## config.mk

```make
export PLATFORM = sky130hd
export DESIGN_NAME = lamp_fpu_round_pack
export DESIGN_NICKNAME = d
export VERILOG_FILES = /design/src/rtl/lamp_fpu_round_pack.sv
export SDC_FILE = /design/constraint.sdc
export NUM_CORES = 1
export LEC_CHECK = 0
export CAP_MARGIN = 20
export CORE_MARGIN = 2
export CORE_UTILIZATION = 55
export CTS_BUF_LIST = sky130_fd_sc_hd__clkbuf_2 sky130_fd_sc_hd__clkbuf_4 sky130_fd_sc_hd__clkbuf_8
export DETAILED_ROUTE_END_ITERATION = 12
export DONT_BUFFER_PORTS = 1
export PLACE_DENSITY_LB_ADDON = 0.08
export SYNTH_ARGS = -nofsm -noshare
export SYNTH_HDL_FRONTEND = slang
export SYNTH_SLANG_ARGS = --single-unit
```

## constraint.sdc

```tcl
create_clock -name clk -period 2.7 [get_ports clk]
set_input_delay 0.27 -clock clk [delete_from_list [all_inputs] [get_ports clk]]
set_output_delay 0.27 -clock clk [all_outputs]
set_load 0.01 [all_outputs]
```

## src/rtl/lamp_fpu_round_pack.sv

```systemverilog
// Rounding and packing back end for the lamp FPU: applies the selected IEEE rounding mode,
// resolves overflow to Inf or max-finite, packs {s, e, frac} and accumulates sticky flags.
module lamp_fpu_round_pack #(
    parameter int E_DW = 8,
    parameter int F_DW = 7
) (
    input  logic                  clk,
    input  logic                  rst,
    input  logic                  valid_i,
    input  logic                  s_i,
    input  logic [E_DW-1:0]       e_i,
    input  logic [F_DW+4:0]       f_i,
    input  logic                  isToRound_i,
    input  logic                  isOverflow_i,
    input  logic                  isUnderflow_i,
    input  logic [1:0]            rndMode_i,
    input  logic                  flagsClr_i,
    output logic [E_DW+F_DW:0]    result_o,
    output logic                  valid_o,
    output logic [2:0]            flags_o
);

    typedef enum logic [1:0] {
        RNE = 2'b00,
        RTZ = 2'b01,
        RDN = 2'b10,
        RUP = 2'b11
    } rnd_t;

    rnd_t               mode;
    logic               lsb, grd, sticky, inexact, inc;
    logic [F_DW+1:0]    sum;
    logic [E_DW:0]      exp_r;
    logic [F_DW-1:0]    frac_n;
    logic [E_DW-1:0]    exp_n;
    logic               ovf_n, inf_n;
    logic [2:0]         op_flags_n;

    logic               s1_valid, s1_sign, s1_ovf, s1_inf;
    logic [E_DW-1:0]    s1_exp;
    logic [F_DW-1:0]    s1_frac;
    logic [2:0]         s1_flags;

    always_comb begin
        mode    = rnd_t'(rndMode_i);
        lsb     = f_i[3];
        grd     = f_i[2];
        sticky  = f_i[1] | f_i[0];
        inexact = isToRound_i & (grd | sticky);
        inc     = 1'b0;
        case (mode)
            RNE: inc = grd & (sticky | lsb);
            RTZ: inc = 1'b0;
            RDN: inc = s_i & (grd | sticky);
            RUP: inc = ~s_i & (grd | sticky);
            default: inc = 1'b0;
        endcase
        sum = {1'b0, f_i[F_DW+3:3]} + {{(F_DW+1){1'b0}}, inc};
        // A carry out renormalises; a denormal whose hidden bit becomes set turns into exponent 1.
        if (sum[F_DW+1]) begin
            frac_n = '0;
            exp_r  = {1'b0, e_i} + {{E_DW{1'b0}}, 1'b1};
        end else begin
            frac_n = sum[F_DW-1:0];
            exp_r  = (e_i == '0 && sum[F_DW]) ? {{E_DW{1'b0}}, 1'b1} : {1'b0, e_i};
        end
        exp_n      = exp_r[E_DW-1:0];
        ovf_n      = isOverflow_i | (exp_r >= {1'b0, {E_DW{1'b1}}});
        inf_n      = (mode == RNE) | (mode == RUP && !s_i) | (mode == RDN && s_i);
        op_flags_n = {ovf_n, isUnderflow_i | (exp_r == '0 && inexact), inexact | ovf_n};
        if (!isToRound_i) begin
            frac_n     = f_i[F_DW+4:5];
            exp_n      = e_i;
            ovf_n      = 1'b0;
            op_flags_n = '0;
        end
    end

    always_ff @(posedge clk or posedge rst) begin
        if (rst) begin
            s1_valid <= 1'b0;
            s1_sign  <= 1'b0;
            s1_exp   <= '0;
            s1_frac  <= '0;
            s1_ovf   <= 1'b0;
            s1_inf   <= 1'b0;
            s1_flags <= '0;
        end else begin
            s1_valid <= valid_i;
            if (valid_i) begin
                s1_sign  <= s_i;
                s1_exp   <= exp_n;
                s1_frac  <= frac_n;
                s1_ovf   <= ovf_n;
                s1_inf   <= inf_n;
                s1_flags <= op_flags_n;
            end
        end
    end

    always_ff @(posedge clk or posedge rst) begin
        if (rst) begin
            result_o <= '0;
            valid_o  <= 1'b0;
            flags_o  <= '0;
        end else begin
            valid_o <= s1_valid;
            if (s1_valid) begin
                if (!s1_ovf)
                    result_o <= {s1_sign, s1_exp, s1_frac};
                else if (s1_inf)
                    result_o <= {s1_sign, {E_DW{1'b1}}, {F_DW{1'b0}}};
                else
                    result_o <= {s1_sign, {{(E_DW-1){1'b1}}, 1'b0}, {F_DW{1'b1}}};
                flags_o <= (flagsClr_i ? 3'b000 : flags_o) | s1_flags;
            end else if (flagsClr_i) begin
                flags_o <= '0;
            end
        end
    end

endmodule

```

# == Yosys cells after proc, flatten, opt, wreduce, memory -nomap -nowiden ==
# Index checks and enable logic that the tools add are counted.
# totals
reg_bits,42
inputBits,30
word_cells,50
# classes
bitwise_logic,14
order_cmp,1
addsub,2
n_reduce_logical,8
n_eq_ne,3
n_mux,12
# ops
operator,n
two-way mux 8 bit,3
two-way mux 15 bit,1
two-way mux 7 bit,2
adder 8 x 1 -> 9 bit,1
"adder 8 x 1 -> 9 bit, second input constant",1
">= comparator 9 x 8 -> 1 bit, second input constant",1
logical NOT 9 bit,1
two-way mux 3 bit,3
two-way mux 9 bit,1
logical NOT 8 bit,1
OR 1 bit,8
bitwise AND 1 bit,4
"== test 2 bit, second input constant",2
logical AND 1 bit,4
one-hot mux 1 bit (4 select lines),1
OR 3 bit,1
"== test 2 x 1 -> 1 bit, second input constant",1
logical NOT 2 bit,1
logical NOT 1 bit,1
two-way mux 1 bit,1
NOT 1 bit,1

# == Depth between registers and ports, before layout ==
# depth
depth_word,12
ltp_mapped,13

# == Worst setup path before layout ==
# No wires, ideal clock.
# synth_timing
path_kind,input to register
startpoint,input port rndMode_i[0]
endpoint,register s1_flags[1]
n_path_buf,0
path_slack_ns,0.053
t_arrival_ns,2.582
path_stages,13
required_time_ns,2.634
path_cell_list,and2_1 > ha_1 > nor2_1 > nand2_1 > o21ai_0 > ha_1 > ha_1 > nand4_2 > or2_4 > or3_1 > a22o_1 > a2111oi_4 > a31o_1
# synth_via
elab_chain_len,10
word_cells_on_any_way,13
classes_between,add/sub (1); eq/ne (3); mux (4); bitwise (1); reduce/logical (4)
# synth_rtl
item,line,rtl
"start, declared",16,"input logic [1:0] rndMode_i,"
"== test 2 bit, or another cell as far along",51,case (mode)
one-hot mux 1 bit (4 select lines) (*),51,
adder 8 x 1 -> 9 bit (*),58,"sum = {1'b0, f_i[F_DW+3:3]} + {{(F_DW+1){1'b0}}, inc};"
logical AND 1 bit,65,"exp_r = (e_i == '0 && sum[F_DW]) ? {{E_DW{1'b0}}, 1'b1} : {1'b0, e_i};"
two-way mux 8 bit,65,
two-way mux 9 bit (*),60,if (sum[F_DW+1]) begin
logical NOT 9 bit (*),70,"op_flags_n = {ovf_n, isUnderflow_i | (exp_r == '0 && inexact), inexact | ovf_n};"
logical AND 1 bit (*),70,
OR 1 bit (*),70,
two-way mux 3 bit (*),71,if (!isToRound_i) begin
"end signal, assigned",96,s1_flags <= op_flags_n;
"end, declared",42,logic [2:0] s1_flags;
# Every way passes the cells marked *; elsewhere a longest branch is shown, timed or not.
# A chain may end at the register's enable or synchronous reset.

# == Worst setup path in the final report ==
# Ends and elaborated chain as after synthesis.

==> results_dict.tcl <==
set metrics [dict create \
    outcome "finished clean" \
    cts_buffers 5 \
    coreArea_sq_um 3971 \
    syn_to_final_growth_pct 8.011 \
    via_count 1759 \
    die_h_um 68.17 \
    syn_inst 252 \
    clkTransAtPathRegs_ps 70 \
    irDropWorstVdd_v 0.0001934 \
    final_cell_mix "dfrtp_1, nor2_1, nand2_1, a21oi_1, inv_1" \
    r2r-start "s1_valid" \
    fmax_mhz 422.9 \
    async_flop_share_pct 100.0 \
    drtPass1Iterations 4 \
    finalMaxSlewViolations 0 \
    p_sw_share_pct 26.48 \
    first_global_vias 1573 \
    max-slew-margin-rel_pct 64.28 \
    clock_skew_ps 1.951 \
    htree_levels 2 \
    seq_area_frac_synth_pct 45.30 \
    antenna_found_initial 0 \
    power_frac_comb_pct 12.0 \
    routed_via_density 5.767 \
    ys_types 43 \
    dp_hpwl_mm 3.476 \
    cts_buffer_depth 2 \
    drive_gt1_share_pct 8.627 \
    fillers 358 \
    cts_root_buffer "clkbuf_8" \
    synth_edf_count 0 \
    crit_arrival_ps 2600 \
    max_stage_delay_ps 300 \
    worstHoldEndpoint "s1_exp[2]" \
    syn-num-nets 287 \
    dieArea_sq_um 4647 \
    cp_cell_sequence "and2_1 -> ha_1 -> nor2_1 -> nand2_1 -> o21ai_0 -> ha_1 -> ha_1 -> nand4_2 -> or2_4 -> or3_1 -> a22o_1 -> a2111oi_4 -> a31o_1" \
    reg2regPathDepth 3 \
    wl_per_cell_um 14.79 \
    worstMarginPinSlew_ps 535.2 \
    finalHoldViolCount 0 \
    startpoint_type "input pin" \
    synth_area_sq_um 2265 \
    power_switching_uw 357.5 \
    pwr-share-clk_pct 32.3 \
    grt-ovfl-total 0 \
    ys_warn_count 0 \
    r2r-end "result_o[10]" \
    synth_area_per_cell_sq_um 8.987 \
    finalSetupViolCount 0 \
    crit_buf_inv 0 \
    cts_setup_buffers 0 \
    p_leak_uw 0.001015 \
    r2r_slack_ps 1440 \
    dr.first_iter.drc_count 122 \
    cts.sinks 41 \
    slowest_stage "or3_1" \
    critPathKind "input pin to flop" \
    crit_top_cell "ha_1" \
    cts_tree "yes" \
    postRouteAntennaNets 0 \
    synth_ff_type "dfrtp_1" \
    ys_seq_elements 41 \
    start_util_pct 57.03 \
    hp-class "input pin to flop" \
    clkLatencyLatePin_ps 290 \
    drt-total-wl_mm 4.512 \
    fin_hold_ws_ps 52.70 \
    cp.required_ps 2940 \
    grt_util_all_layers_pct 22.05 \
    fin_crit_ps 2365 \
    cp_top_family "simple AND/OR/NAND/NOR gates" \
    nets 289 \
    maxCapViolCount 0 \
    fin_crit_sh_pct 87.59 \
    num_rows 23 \
    intPower_uw 992.6 \
    final_common_cell "dfrtp_1" \
    min_path_cells 1 \
    port_buffers 0 \
    antenna_cells 0 \
    end_kind "flop" \
    pwr_density_cell_nw_per_um2 551.9 \
    hp-start "valid_i" \
    drcViolationCount 0 \
    setup_tns_ps 0 \
    io_pins 50 \
    place.gp.congestion 0.8122 \
    crit_fanout 6 \
    rsz0062_at_grt "no" \
    grt_max_degree 33 \
    die_w_um 68.17 \
    grt_pass1_wl_mm 7.465 \
    p_seq_share_pct 55.6 \
]
synthesized netlist by cell type, drive strengths merged, types with 3 or more instances:
cell type,instances,area [sq um]
o211ai,5,37.54
clkbuf,9,33.78
dfrtp,41,1026
ha,5,62.56
nor3,5,30.03
or3,3,18.77
o22a,7,61.31
and2,3,18.77
a31oi,3,18.77
a21oi,22,110.1
buf,5,21.27
nand4,5,37.53
nand3,14,70.07
a21o,3,22.52
nand2,22,82.58
a211oi,3,22.52
xnor2,4,35.03
nor2,29,108.9
inv,16,60.06
xor2,9,78.83
mux2,3,33.78
o21ai,13,65.06
worst max path at each step:
stage                 startpoint          end  slack (ps)  cells past startpoint
CTS                 rndMode_i[0]  s1_flags[1]         340                     13
detailed placement  rndMode_i[0]  s1_flags[1]          40                     13
global route        rndMode_i[0]  s1_flags[1]         180                     13
global placement    rndMode_i[0]  s1_flags[1]          70                     13
finish              rndMode_i[0]  s1_flags[1]         340                     13
floorplan           rndMode_i[0]  s1_flags[1]          50                     13
state kept, by name (all words and copies together), names as in the netlist:
name	count
s1_exp	8
s1_frac	7
s1_ovf	1
s1_inf	1
valid_o	1
s1_flags	2
s1_valid	1
flags_o	3
s1_sign	1
result_o	16
area by class of cell:
cell class | count | area (sq um) | area share (%)
tap | 50 | 62.56 | 2.558
timing repair buffer | 9 | 72.57 | 2.967
clock buffer | 7 | 96.34 | 3.939
sequential | 41 | 1026 | 41.94
clock inverter | 1 | 5.005 | 0.2046
inverter | 16 | 60.06 | 2.455
multi-input combinational | 181 | 1124 | 45.93
power groups by stage:
stage	clock network (uW)	logic, uW	registers, uW
3_5_place_dp	0	162	764
6_report	437	162	751
3_3_place_gp	0	159	761
5_1_grt	475	189	763
2_1_floorplan	0	152	747
4_1_cts	439	165	752
per-layer routing:
metal	up-vias	global-route usage [%]	routed length, um
li1	905	-	-
met1	804	32.91	2252
met2	44	30.70	1966
met3	6	5.263	222
met4	0	8.250	70
met5	-	0	0
stage by stage:
step	cells	power (uW)	util [%]	instance area [sq um]	setup WS, ps
after floorplan	252	899.0	-	2265	52.72
after global placement	295	920.4	58.54	2325	71.32
after detailed placement	295	925.9	58.54	2325	36.19
after CTS	305	1357	61.59	2446	344.2
after global routing	305	1427	61.59	2446	180.7
final	305	1350	61.59	2446	335.2
repair_timing:
action	CTS	global route
endpoints found under the hold margin	15	0
hold buffers	2	0
resized for setup	0	0
logic make-up after synthesis:
group | synth area share (%)
and+or+nand+nor | 18.62
AOI/OAI and AO/OA | 20.83
DFF | 45.30
buffers and inverters | 5.083
xor gates and xnor gates | 5.028
muxes | 2.376
adders and majority gates | 2.762
Note: power is estimated with default switching activity, not from simulation.
